--- src/rtl/reg_file_banked_if.sv ---
// rtl/reg_file_banked_if.sv - register-file control and read bus
// Control, select and read-back signals of the banked register file.
interface reg_file_banked_if #(
   parameter int WIDTH    = 8,
   parameter int NUM_REGS = 8,
   parameter int SEL_W    = 3
);
   logic [1:0]          FunSel;
   logic [NUM_REGS-1:0] RegSel;
   logic [WIDTH-1:0]    I;
   logic                Swap;
   logic [SEL_W-1:0]    O1Sel;
   logic [SEL_W-1:0]    O2Sel;
   logic [WIDTH-1:0]    O1;
   logic [WIDTH-1:0]    O2;
   logic [NUM_REGS-1:0] Zero;
   logic                Ovf;

   modport master (
      output FunSel, RegSel, I, Swap, O1Sel, O2Sel,
      input  O1, O2, Zero, Ovf
   );

   modport slave (
      input  FunSel, RegSel, I, Swap, O1Sel, O2Sel,
      output O1, O2, Zero, Ovf
   );
endinterface

--- src/rtl/reg_file_banked.sv ---
// rtl/reg_file_banked.sv - parametrised register file with shadow bank swap
// Live bank feeds two combinational read ports; a swap exchanges live and shadow in one edge.
module reg_file_banked #(
   parameter int WIDTH    = 8,
   parameter int NUM_REGS = 8,
   parameter int SEL_W    = 3,
   parameter bit SATURATE = 1'b0
) (
   input  logic            CLK,
   input  logic            Reset_n,
   reg_file_banked_if.slave bus
);
   localparam logic [WIDTH-1:0] ALL_ONES = '1;
   localparam logic [WIDTH-1:0] ONE      = WIDTH'(1);

   logic [WIDTH-1:0]    live_q [NUM_REGS];
   logic [WIDTH-1:0]    live_d [NUM_REGS];
   logic [WIDTH-1:0]    shad_q [NUM_REGS];
   logic [WIDTH-1:0]    shad_d [NUM_REGS];
   logic                ovf_q;
   logic                ovf_d;
   logic [WIDTH-1:0]    o1;
   logic [WIDTH-1:0]    o2;
   logic [NUM_REGS-1:0] zero;

   always_comb begin
      live_d = live_q;
      shad_d = shad_q;
      ovf_d  = 1'b0;
      if (bus.Swap) begin
         // Swap wins outright: the write controls are dropped, and Ovf clears.
         live_d = shad_q;
         shad_d = live_q;
      end else begin
         for (int k = 0; k < NUM_REGS; k++) begin
            if (bus.RegSel[k]) begin
               case (bus.FunSel)
                  2'b10: live_d[k] = bus.I;
                  2'b11: live_d[k] = '0;
                  2'b01: begin
                     if (live_q[k] == ALL_ONES) begin
                        ovf_d     = 1'b1;
                        live_d[k] = SATURATE ? ALL_ONES : '0;
                     end else begin
                        live_d[k] = live_q[k] + ONE;
                     end
                  end
                  default: begin
                     if (live_q[k] == '0) begin
                        ovf_d     = 1'b1;
                        live_d[k] = SATURATE ? '0 : ALL_ONES;
                     end else begin
                        live_d[k] = live_q[k] - ONE;
                     end
                  end
               endcase
            end
         end
      end
   end

   always_ff @(posedge CLK or negedge Reset_n) begin
      if (!Reset_n) begin
         for (int k = 0; k < NUM_REGS; k++) begin
            live_q[k] <= '0;
            shad_q[k] <= '0;
         end
         ovf_q <= 1'b0;
      end else begin
         live_q <= live_d;
         shad_q <= shad_d;
         ovf_q  <= ovf_d;
      end
   end

   // Selects beyond NUM_REGS match no register and so read as zero.
   always_comb begin
      o1   = '0;
      o2   = '0;
      zero = '0;
      for (int k = 0; k < NUM_REGS; k++) begin
         if (bus.O1Sel == SEL_W'(k)) o1 = live_q[k];
         if (bus.O2Sel == SEL_W'(k)) o2 = live_q[k];
         zero[k] = (live_q[k] == '0);
      end
   end

   assign bus.O1   = o1;
   assign bus.O2   = o2;
   assign bus.Zero = zero;
   assign bus.Ovf  = ovf_q;
endmodule

--- src/flat_wrapper.sv ---
// flat-port wrapper written by rule: the top's interface ports become plain ports
module reg_file_banked_flat 
#(
   parameter int WIDTH    = 8,
   parameter int NUM_REGS = 8,
   parameter int SEL_W    = 3,
   parameter bit SATURATE = 1'b0
)
  (CLK, Reset_n, bus_FunSel, bus_RegSel, bus_I, bus_Swap, bus_O1Sel, bus_O2Sel, bus_O1, bus_O2, bus_Zero, bus_Ovf);
  reg_file_banked_if #(.WIDTH(WIDTH), .NUM_REGS(NUM_REGS), .SEL_W(SEL_W)) bus_i ();
  input  logic CLK;
  input  logic Reset_n;
  input wire logic [$bits(bus_i.FunSel)-1:0] bus_FunSel;
  input wire logic [$bits(bus_i.RegSel)-1:0] bus_RegSel;
  input wire logic [$bits(bus_i.I)-1:0] bus_I;
  input wire logic [$bits(bus_i.Swap)-1:0] bus_Swap;
  input wire logic [$bits(bus_i.O1Sel)-1:0] bus_O1Sel;
  input wire logic [$bits(bus_i.O2Sel)-1:0] bus_O2Sel;
  output wire logic [$bits(bus_i.O1)-1:0] bus_O1;
  output wire logic [$bits(bus_i.O2)-1:0] bus_O2;
  output wire logic [$bits(bus_i.Zero)-1:0] bus_Zero;
  output wire logic [$bits(bus_i.Ovf)-1:0] bus_Ovf;
  assign bus_i.FunSel = bus_FunSel;
  assign bus_i.RegSel = bus_RegSel;
  assign bus_i.I = bus_I;
  assign bus_i.Swap = bus_Swap;
  assign bus_i.O1Sel = bus_O1Sel;
  assign bus_i.O2Sel = bus_O2Sel;
  assign bus_O1 = bus_i.O1;
  assign bus_O2 = bus_i.O2;
  assign bus_Zero = bus_i.Zero;
  assign bus_Ovf = bus_i.Ovf;
  reg_file_banked #(.WIDTH(WIDTH), .NUM_REGS(NUM_REGS), .SEL_W(SEL_W), .SATURATE(SATURATE)) u_core (.CLK(CLK), .Reset_n(Reset_n), .bus(bus_i));
endmodule
--- config.mk ---
export PLATFORM = sky130hd
export DESIGN_NAME = reg_file_banked_flat
export DESIGN_NICKNAME = d
export VERILOG_FILES = /design/src/rtl/reg_file_banked_if.sv /design/src/rtl/reg_file_banked.sv /design/src/flat_wrapper.sv
export SDC_FILE = /design/constraint.sdc
export NUM_CORES = 1
export LEC_CHECK = 0
export ABC_AREA = 1
export CAP_MARGIN = 20
export CORE_ASPECT_RATIO = 0.5
export CORE_MARGIN = 2
export CORE_UTILIZATION = 35
export DETAILED_ROUTE_END_ITERATION = 8
export GPL_ROUTABILITY_DRIVEN = 1
export GPL_TIMING_DRIVEN = 0
export PLACE_DENSITY = 0.55
export SYNTH_ARGS = -nofsm -noshare
export SYNTH_HDL_FRONTEND = slang
export SYNTH_SLANG_ARGS = --single-unit
--- constraint.sdc ---
create_clock -name CLK -period 2.1 [get_ports CLK]
set_input_delay 0.315 -clock CLK [delete_from_list [all_inputs] [get_ports CLK]]
set_output_delay 0.315 -clock CLK [all_outputs]
set_load 0.05 [all_outputs]
; Word-level counts from Yosys, hierarchy flattened
; Cells that the tools add are included.
[op_classes]
mux = 84
n_addsub = 16
n_eq_ne = 25
n_reduce_logical = 19
[ops]
columns = cell, count
row1 = 8-bit 2-to-1 mux, 40
row2 = 8-bit one-hot mux with 3 select lines, 8
row3 = 8-bit by 1-bit adder with 8-bit output (second input constant), 8
row4 = 8-bit == test (second input constant), 8
row5 = 8-bit logical NOT, 8
row6 = 64-bit 2-to-1 mux, 1
row7 = 8-bit by 1-bit subtractor with 8-bit output (second input constant), 8
row8 = 1-bit 2-to-1 mux, 27
row9 = 3-bit == test (second input constant), 8
row10 = 1-bit one-hot mux with 2 select lines, 8
row11 = 2-bit nonzero test, 8
row12 = 3-bit by 2-bit == test with 1-bit output (second input constant), 4
row13 = 3-bit by 1-bit == test with 1-bit output (second input constant), 2
row14 = 3-bit logical NOT, 2
row15 = 2-bit == test (second input constant), 2
row16 = 2-bit by 1-bit == test with 1-bit output (second input constant), 1
row17 = 2-bit OR reduction, 1
[totals]
output_inout_bits = 25
regBits = 129
in_bits = 27
wordCells = 161

; Logic depth before layout (Yosys ltp)
; Gate-level depths: netlist of the first run.
[logic_depth]
ltp_word = 28
depth_mapped = 12
mapped_depth_nobuf = 12

; Worst setup path before layout of the first run
; OpenSTA, ideal clock, no wires.
[synth_path]
path_kind = register to register
from = register u_core.live_q[48] (netlist bit)
to = register u_core.live_q[49] (netlist bit)
t_required_ps = 2017
n_path_buf = 0
synth_period_minus_slack_ps = 2539
path_stages_with_launch = 9
setup_ps = 83
path_slack_ps = -439
arrival_ps = 2456
path_cell_list = dfrtp_1 -> inv_1 -> ha_1 -> nand3_1 -> nor3_1 -> nand2_1 -> nand3_1 -> o211ai_1 -> o21ai_0
[synth_between]
elab_chain_len = 5
word_cells_on_any_way = 9
classes_between = 2 x add/sub / 1 x eq/ne / 5 x mux / 1 x reduce/logical
[synth_lines]
columns = element, line_no
row1 = "start, declared", reg_file_banked.sv:16  ; logic [WIDTH-1:0] live_q [NUM_REGS];
row2 = "start signal, assigned", reg_file_banked.sv:70  ; live_q <= live_d;
row3 = 8-bit logical NOT, --
row4 = via bus_Zero[1], flat_wrapper.sv:21  ; output wire logic [$bits(bus_i.Zero)-1:0] bus_Zero;
row5 = 8-bit 2-to-1 mux, reg_file_banked.sv:49  ; if (live_q[k] == '0) begin
row6 = 8-bit one-hot mux with 3 select lines, reg_file_banked.sv:37  ; case (bus.FunSel)
row7 = 8-bit 2-to-1 mux, reg_file_banked.sv:36  ; if (bus.RegSel[k]) begin
row8 = 64-bit 2-to-1 mux, reg_file_banked.sv:30  ; if (bus.Swap) begin
; The timed path passes the listed nets, and every way through them passes these cells. The select of a mux whose other input is x is not followed.
; A chain may end at the register's enable or synchronous reset.

; Final worst setup path of the first run
[layout_path]
from = register u_core.live_q[37] (netlist bit)
to = output bus_O1[5]
[layout_between]
elab_chain_len = 5
[layout_lines]
columns = element, line_no
row1 = 8-bit 2-to-1 mux (5 in series), reg_file_banked.sv:82  ; if (bus.O1Sel == SEL_W'(k)) o1 = live_q[k];
row2 = "end, declared", flat_wrapper.sv:19  ; output wire logic [$bits(bus_i.O1)-1:0] bus_O1;
; Every way passes these cells.

==> results of run 1 <==
==> layout make-up <==
cell class,count,share of cell area
multi-input combinational,1104,0.467
sequential,129,0.256
timing repair buffer,163,0.111
inverter,180,0.0629
clock buffer,23,0.0373
tap,352,0.0344
buffer,49,0.0209
clock inverter,9,0.0102
antenna,2,0.000391
==> worst min-delay path by stage <==
| stage | cells past startpoint | endpoint | slack (ns) | startpoint |
|---|---|---|---|---|
| 2_1_floorplan | 0 | u_core.bus.Ovf | 0.02 | Reset_n |
| 3_3_place_gp | 2 | u_core.shad_q[62] | 0.47 | u_core.shad_q[62] |
| 3_5_place_dp | 1 | u_core.shad_q[22] | 0.25 | Reset_n |
| 4_1_cts | 2 | u_core.shad_q[22] | 0.34 | Reset_n |
| 5_1_grt | 2 | u_core.shad_q[21] | 0.37 | Reset_n |
| 6_report | 2 | u_core.shad_q[21] | 0.34 | Reset_n |
==> worst max-delay path, delay by kind of cell, from the launching register on <==
kind          cells  cell delay, ns
buf+inv           3            0.50
flops             1            0.43
simple gates      3            0.56
==> state kept, by name (all words and copies together), names as in the netlist <==
signal and cells:
u_core.live_q 64, u_core.shad_q 64, u_core.bus.Ovf 1
==> layer usage <==
metal	track usage	share of wire	vias to the layer above
met1	0.443	0.45	5587
met4	0.107	0.029	0
met5	0	0	-
met3	0.0699	0.10	79
li1	-	-	5200
met2	0.465	0.42	603
==> cell usage after synthesis, types with 3 or more instances <==
master                      count  area share
sky130_fd_sc_hd__nor2_2         4      0.0026
sky130_fd_sc_hd__a22oi_1       20       0.016
sky130_fd_sc_hd__o2111ai_1      3      0.0028
sky130_fd_sc_hd__nand2_2        4      0.0026
sky130_fd_sc_hd__o21ai_1       17      0.0089
sky130_fd_sc_hd__o31ai_1        8      0.0063
sky130_fd_sc_hd__nand4_1       31       0.020
sky130_fd_sc_hd__clkinv_1       3      0.0012
sky130_fd_sc_hd__nand3_1      133       0.070
sky130_fd_sc_hd__dfrtp_1      129        0.34
sky130_fd_sc_hd__xnor2_1        5      0.0046
sky130_fd_sc_hd__buf_2         31       0.016
sky130_fd_sc_hd__xor2_1        23       0.021
sky130_fd_sc_hd__o22ai_1       16       0.010
sky130_fd_sc_hd__clkbuf_2       3      0.0016
sky130_fd_sc_hd__ha_1          23       0.030
sky130_fd_sc_hd__inv_2          6      0.0024
sky130_fd_sc_hd__nand2_1      403        0.16
sky130_fd_sc_hd__o211ai_1      11      0.0086
sky130_fd_sc_hd__nor2_1       145       0.057
sky130_fd_sc_hd__o21ai_0      151       0.079
sky130_fd_sc_hd__or2_2          4      0.0026
sky130_fd_sc_hd__nor3b_1        5      0.0039
sky130_fd_sc_hd__nor3_1        19       0.010
sky130_fd_sc_hd__inv_1        171       0.067
sky130_fd_sc_hd__nor4_1        16       0.010
sky130_fd_sc_hd__nor2_4         3      0.0035
sky130_fd_sc_hd__clkbuf_1      20      0.0079
sky130_fd_sc_hd__a21oi_1       53       0.028
==> logic make-up after synthesis <==
kind of cell | Yosys count
AOI/OAI and AO/OA | 283
xor gates and xnor gates | 28
adders and majority gates | 23
buffers and inverters | 238
DFF | 129
and+or+nand+nor | 770
==> through the flow <==
stage,utilization,hold slack (ns),TNS [ns],instances
6_report,0.481,0.338,-0.639,2011
5_1_grt,0.480,0.369,-1.01,2009
4_1_cts,0.461,0.340,-0.848,1969
3_5_place_dp,0.396,0.250,-72.25,1876
3_3_place_gp,0.395,0.470,-681.14,1874
2_1_floorplan,-,0.0194,0,1471
==> power by group through the flow <==
stage / combinational [mW] / clock [mW] / sequential [mW]
3_5_place_dp: 3.29 / 0 / 3.26
3_3_place_gp: 3.25 / 0 / 3.26
5_1_grt: 4.53 / 3.30 / 3.32
4_1_cts: 3.85 / 3.20 / 3.25
2_1_floorplan: 2.22 / 0 / 3.16
6_report: 4.20 / 3.15 / 3.27
==> timing repair <==
| item | 4_1_cts | 5_1_grt |
|---|---|---|
| pin swaps | 45 | 40 |
| hold endpoints to repair | 38 | 0 |
| hold buffers | 1 | 0 |
| resized for setup | 388 | 70 |
| buffers inserted | 67 | 42 |
| endpoints found under the setup margin | 65 | 69 |
==> load_flow_metrics.sql, run 1 <==
INSERT INTO impl_metrics (metric_group, metric, value, unit) VALUES
('run_status', 'result_of_the_run', 'finished with violations', ''),
('run_status', 'failed_checks', 'negative setup slack', ''),
('grt', 'grt_pass1_vias', '10500', ''),
('job', 'max_cap_viol_count', '0', ''),
('setup_path', 'cpPeakStageDelay', '0.43', 'ns'),
('timing', 'worst_pin_slew', '1.12', 'ns'),
('timing', 'grt_setup_unrepaired', 'true', ''),
('yosys', 'postSynth.topFlopCell', 'sky130_fd_sc_hd__dfrtp_1', ''),
('drt', 'drt_first_pass_iters', '6', ''),
('timing', 'final-max-slew-violation-count', '0', ''),
('setup_path', 'timing.critical_path.slowest_stage_cell', 'sky130_fd_sc_hd__dfrtp_2', ''),
('timing', 'layout_worst_path_cycle_share', '1.08', ''),
('drt', 'avgViaCountPerCell', '5.70', ''),
('place', 'post-dp-hpwl', '31200', 'microns'),
('place', 'placedInstanceArea', '10500', 'sq um'),
('final_layout', 'seq_area', '3270', 'sq um'),
('setup_path', 'cell_chain_critical_path', 'clkinvlp_4 > buf_4 > nor2_4 > nor4_4 > nand4_1 > buf_6', ''),
('power', 'internal-power', '6.36', 'mW'),
('yosys', 'netlist-cell-type-count', '35', ''),
('die', 'dieWidth', '238', 'microns'),
('setup_path', 'ff2ff_setup_slack', '0.10', 'ns'),
('die', 'placementRows', '42', ''),
('grt', 'grt_antenna_before_repair', '1', ''),
('final_layout', 'nets', '1694', ''),
('power', 'report.power.total', '10.6', 'mW'),
('setup_path', 'data_required_time_at_the_worst_endpoint', '1.78', 'ns'),
('drt', 'drt_drc_violations_left', '0', ''),
('setup_path', 'worst-endpoint-arrival', '1.95', 'ns'),
('place', 'placement.io_buffers', '51', ''),
('yosys', 'synth_edf_count', '0', ''),
('yosys', 'mappedNetlistArea', '9550', 'sq um'),
('power', 'p_leak', '5.90', 'nW'),
('final_layout', 'layout.cells.most_common', 'sky130_fd_sc_hd__nand2_1', ''),
('final_layout', 'mostFrequentLayoutCells', '395 x sky130_fd_sc_hd__nand2_1, 151 x sky130_fd_sc_hd__o21ai_0, 127 x sky130_fd_sc_hd__nor2_1', ''),
('power', 'pwr_density_cell', '829', 'nW/um^2'),
('setup_path', 'timing.critical_path.to', 'bus_O1[5]', ''),
('final_layout', 'multiInputGateArea', '5990', 'sq um'),
('die', 'io-pin-count', '52', ''),
('drt', 'drt_wl_total', '44100', 'microns'),
('final_layout', 'nFillCells', '2697', ''),
('yosys', 'yosys-mux-area-fraction', '0', ''),
('cts', 'cts_sinks', '129', ''),
('die', 'chipHeight', '121', 'microns'),
('final_layout', 'fin_area', '12800', 'sq um'),
('grt', 'global_route.overflow_total', '0', ''),
('grt', 'grt_util_all_layers', '0.312', ''),
('setup_path', 'start_kind', 'flop', ''),
('setup_path', 'worst-r2r-cell-count', '12', ''),
('timing', 'period_needed', '2.27', 'ns'),
('power', 'ir_drop', '0.639', 'mV'),
('cts', 'clk_pin_slew_worst_paths', '0.06', 'ns'),
('setup_path', 'path_max_fanout', '3', ''),
('timing', 'setup_slack', '-0.166', 'ns'),
('yosys', 'synth_sequential_area_ratio', '0.338', ''),
('cts', 'cts_max_level', '4', ''),
('place', 'dpl_worst_slack', '-1.16', 'ns'),
('cts', 'clock_path_buffers', '2', ''),
('yosys', 'synth_compound_gate_area_share', '0.163', ''),
('timing', 'timing.final.setup_violations', '8', ''),
('drt', 'drt_iter0_drc', '1333', ''),
('final_layout', 'area_growth', '34.0', '%'),
('power', 'power_switching', '4.26', 'mW'),
('power', 'comb_power_share', '0.395', ''),
('power', 'sequentialPowerShare', '0.308', ''),
('yosys', 'post_synthesis_share_of_cell_area_spent_on_full_adders_half_adders_and_majority_gates', '0.0301', ''),
('setup_path', 'reg2reg_to', 'u_core.bus.Ovf', ''),
('drt', 'vias', '11500', ''),
('setup_path', 'timing.setup.critical_path_class', 'flop to primary output', ''),
('grt', 'grt_start_max_net_pins', '92', ''),
('power', 'power.share.switching', '0.401', ''),
('yosys', 'synthesis.nets', '1521', '');
(Power assumes the default switching activity.)
==> inputs of run 2 (changes only) <==
--- a/config.mk
+++ b/config.mk
@@ -7,7 +7,7 @@
 export LEC_CHECK = 0
 export ABC_AREA = 1
 export CAP_MARGIN = 20
-export CORE_ASPECT_RATIO = 0.5
+export CORE_ASPECT_RATIO = 1.75
 export CORE_MARGIN = 2
 export CORE_UTILIZATION = 35
 export DETAILED_ROUTE_END_ITERATION = 8
==> load_flow_metrics.sql, run 2 (synthesis gave the netlist of run 1 again) <==
INSERT INTO impl_metrics (metric_group, metric, value, unit) VALUES
('run_status', 'result_of_the_run', 'finished with violations', ''),
('run_status', 'failed_checks', 'negative setup slack', ''),
('die', 'start_util', '0.354', ''),
('power', 'report.power.total', '10.2', 'mW'),
('setup_path', 'ff2ff_setup_slack', '0.05', 'ns'),
('power', 'internal-power', '6.04', 'mW'),
('setup_path', 'start_kind', 'flop', ''),
('setup_path', 'reg2reg_to', 'u_core.bus.Ovf', ''),
('grt', 'global_route.overflow_total', '0', ''),
('power', 'power.share.switching', '0.409', ''),
('grt', 'grt_start_max_net_pins', '83', ''),
('final_layout', 'finalCoreUtilization', '0.473', ''),
('timing', 'final_hold_fails', '0', ''),
('setup_path', 'data_required_time_at_the_worst_endpoint', '1.78', 'ns'),
('setup_path', 'cpPeakStageDelay', '0.42', 'ns'),
('timing', 'clock_skew', '0.00671', 'ns'),
('grt', 'wire_length_of_the_first_global_routing_pass', '65200', 'microns'),
('cts', 'cts_buffers', '17', ''),
('final_layout', 'nFillCells', '2738', ''),
('setup_path', 'worst-endpoint-arrival', '1.85', 'ns'),
('place', 'post-dp-hpwl', '31300', 'microns'),
('final_layout', 'mostFrequentLayoutCells', '396 x sky130_fd_sc_hd__nand2_1, 151 x sky130_fd_sc_hd__o21ai_0, 124 x sky130_fd_sc_hd__nor2_1, 124 x sky130_fd_sc_hd__nand3_1, 116 x sky130_fd_sc_hd__inv_1', ''),
('drt', 'post_drt_wl_per_cell', '22.1', 'microns'),
('timing', 'layout_worst_path_cycle_share', '1.03', ''),
('setup_path', 'end_kind', 'primary output', ''),
('final_layout', 'insertedDiodeCount', '0', ''),
('power', 'p_leak', '5.96', 'nW'),
('setup_path', 'critical_path.startpoint', 'u_core.live_q[35]', ''),
('cts', 'cts_sinks', '129', ''),
('place', 'final_weighted_congestion_in_routability_driven_placement', '0.966', ''),
('final_layout', 'multiInputGateArea', '6020', 'sq um'),
('cts', 'clock_path_buffers', '2', ''),
('timing', 'period_needed', '2.17', 'ns'),
('timing', 'max_clock_freq', '461', 'MHz'),
('drt', 'drt_drc_violations_left', '0', ''),
('setup_path', 'timing.setup.critical_path_class', 'flop to primary output', ''),
('timing', 'setup-tns-final', '-0.261', 'ns'),
('timing', 'final-max-slew-violation-count', '0', ''),
('die', 'chipHeight', '223', 'microns'),
('final_layout', 'area_growth', '33.7', '%'),
('timing', 'timing.final.setup_violations', '10', ''),
('die', 'io-pin-count', '52', ''),
('place', 'placedInstanceArea', '10500', 'sq um'),
('power', 'sequentialPowerShare', '0.320', ''),
('power', 'share_clk_of_total_power', '0.265', ''),
('setup_path', 'timing.critical_path.slowest_stage_cell', 'sky130_fd_sc_hd__dfrtp_2', ''),
('drt', 'vias', '11300', ''),
('final_layout', 'layout.cells.most_common', 'sky130_fd_sc_hd__nand2_1', ''),
('final_layout', 'fin_area', '12800', 'sq um'),
('final_layout', 'seq_area', '3270', 'sq um'),
('setup_path', 'timing.critical_path.to', 'bus_O2[3]', ''),
('grt', 'grt_pass1_vias', '10800', ''),
('drt', 'drt_iter0_drc', '858', ''),
('worst_hold_path', 'timing.hold.worst.class', 'input pin to async pin', ''),
('setup_path', 'timing.rr.start', 'u_core.live_q[24]', ''),
('place', 'placement.io_buffers', '51', ''),
('die', 'design.die.area', '28700', 'sq um'),
('drt', 'drt_wl_total', '43900', 'microns'),
('die', 'dieWidth', '129', 'microns'),
('place', 'dpl.cell_count', '1851', ''),
('timing', 'worst_pin_slew', '0.942', 'ns'),
('setup_path', 'cell_chain_critical_path', 'clkinvlp_4 > nor2_4 > nor4_4 > nand4_1 > buf_6', ''),
('cts', 'cts_max_level', '4', ''),
('drt', 'avgViaCountPerCell', '5.67', ''),
('power', 'ir_drop', '0.442', 'mV'),
('die', 'coreArea', '27000', 'sq um'),
('grt', 'grt_antenna_before_repair', '0', ''),
('cts', 'tritoncts', 'built', ''),
('drt', 'antenna_violating_nets_post_route', '0', ''),
('power', 'power_switching', '4.18', 'mW'),
('power', 'pwr_density_cell', '801', 'nW/um^2'),
('job', 'max_cap_viol_count', '0', ''),
('timing', 'grt_setup_unrepaired', 'true', ''),
('setup_path', 'worst-r2r-cell-count', '12', ''),
('cts', 'clk_pin_slew_worst_paths', '0.05', 'ns'),
('power', 'comb_power_share', '0.415', ''),
('die', 'placementRows', '80', ''),
('cts', 'worst_skew_pair.late_latency', '0.46', 'ns'),
('timing', 'slew_headroom', '0.365', ''),
('final_layout', 'layout-drive-gt1-share', '0.236', ''),
('final_layout', 'finish.cell_count_without_fillers', '1986', ''),
('setup_path', 'path_max_fanout', '3', ''),
('drt', 'drt_first_pass_iters', '6', ''),
('cts', 'ctsRootBufferMaster', 'sky130_fd_sc_hd__clkbuf_16', ''),
('final_layout', 'nets', '1698', ''),
('grt', 'grt_util_all_layers', '0.310', ''),
('timing', 'setup_slack', '-0.0688', 'ns');
==> run 2: worst min-delay path by stage <==
stage	from	endpoint	slack (ns)
4_1_cts	Reset_n	u_core.live_q[3]	0.37
5_1_grt	Reset_n	u_core.live_q[3]	0.39
6_report	Reset_n	u_core.live_q[3]	0.36
3_3_place_gp	u_core.shad_q[14]	u_core.shad_q[14]	0.47
3_5_place_dp	Reset_n	u_core.live_q[3]	0.28
2_1_floorplan	Reset_n	u_core.bus.Ovf	0.02
==> run 2: through the flow <==
step | worst slack, ns | hold WS, ns
2_1_floorplan | 0.0505 | 0.0194
4_1_cts | -0.112 | 0.370
3_3_place_gp | -4.84 | 0.466
6_report | -0.0688 | 0.357
3_5_place_dp | -1.13 | 0.280
5_1_grt | -0.0927 | 0.394
==> run 2: worst max-delay path, delay by kind of cell (launching register included) <==
family,cells,cell delay [ns]
DFF,1,0.42
buffers and inverters,2,0.36
and+or+nand+nor,3,0.62
==> run 2: power by group through the flow <==
stage          Combinational (mW)  Clock (mW)  Sequential (mW)
2_1_floorplan                2.22           0             3.16
3_3_place_gp                 3.24           0             3.26
3_5_place_dp                 3.26           0             3.27
4_1_cts                      3.89        2.75             3.26
5_1_grt                      4.60        2.85             3.31
6_report                     4.24        2.71             3.27
==> run 2: routing by layer <==
metal,wire length [microns],vias to the layer above,share of wire,track usage
met5,0,-,0,0
met4,3890,0,0.089,0.239
met3,2570,183,0.058,0.0580
li1,-,5204,-,-
met2,21200,523,0.48,0.507
met1,16200,5351,0.37,0.350
==> run 2: timing repair <==
action	in CTS	in global routing
setup buffers	76	35
hold endpoints to repair	47	0
pin swaps	38	35
hold buffers	1	0
setup endpoints to repair	110	48
gates resized for setup	374	86
==> run 2: layout make-up <==
class	instances	area share
multi-input combinational	1104	0.471
sequential	129	0.256
timing repair buffer	165	0.116
inverter	180	0.0614
clock buffer	22	0.0371
tap	328	0.0321
buffer	51	0.0238
clock inverter	7	0.00294
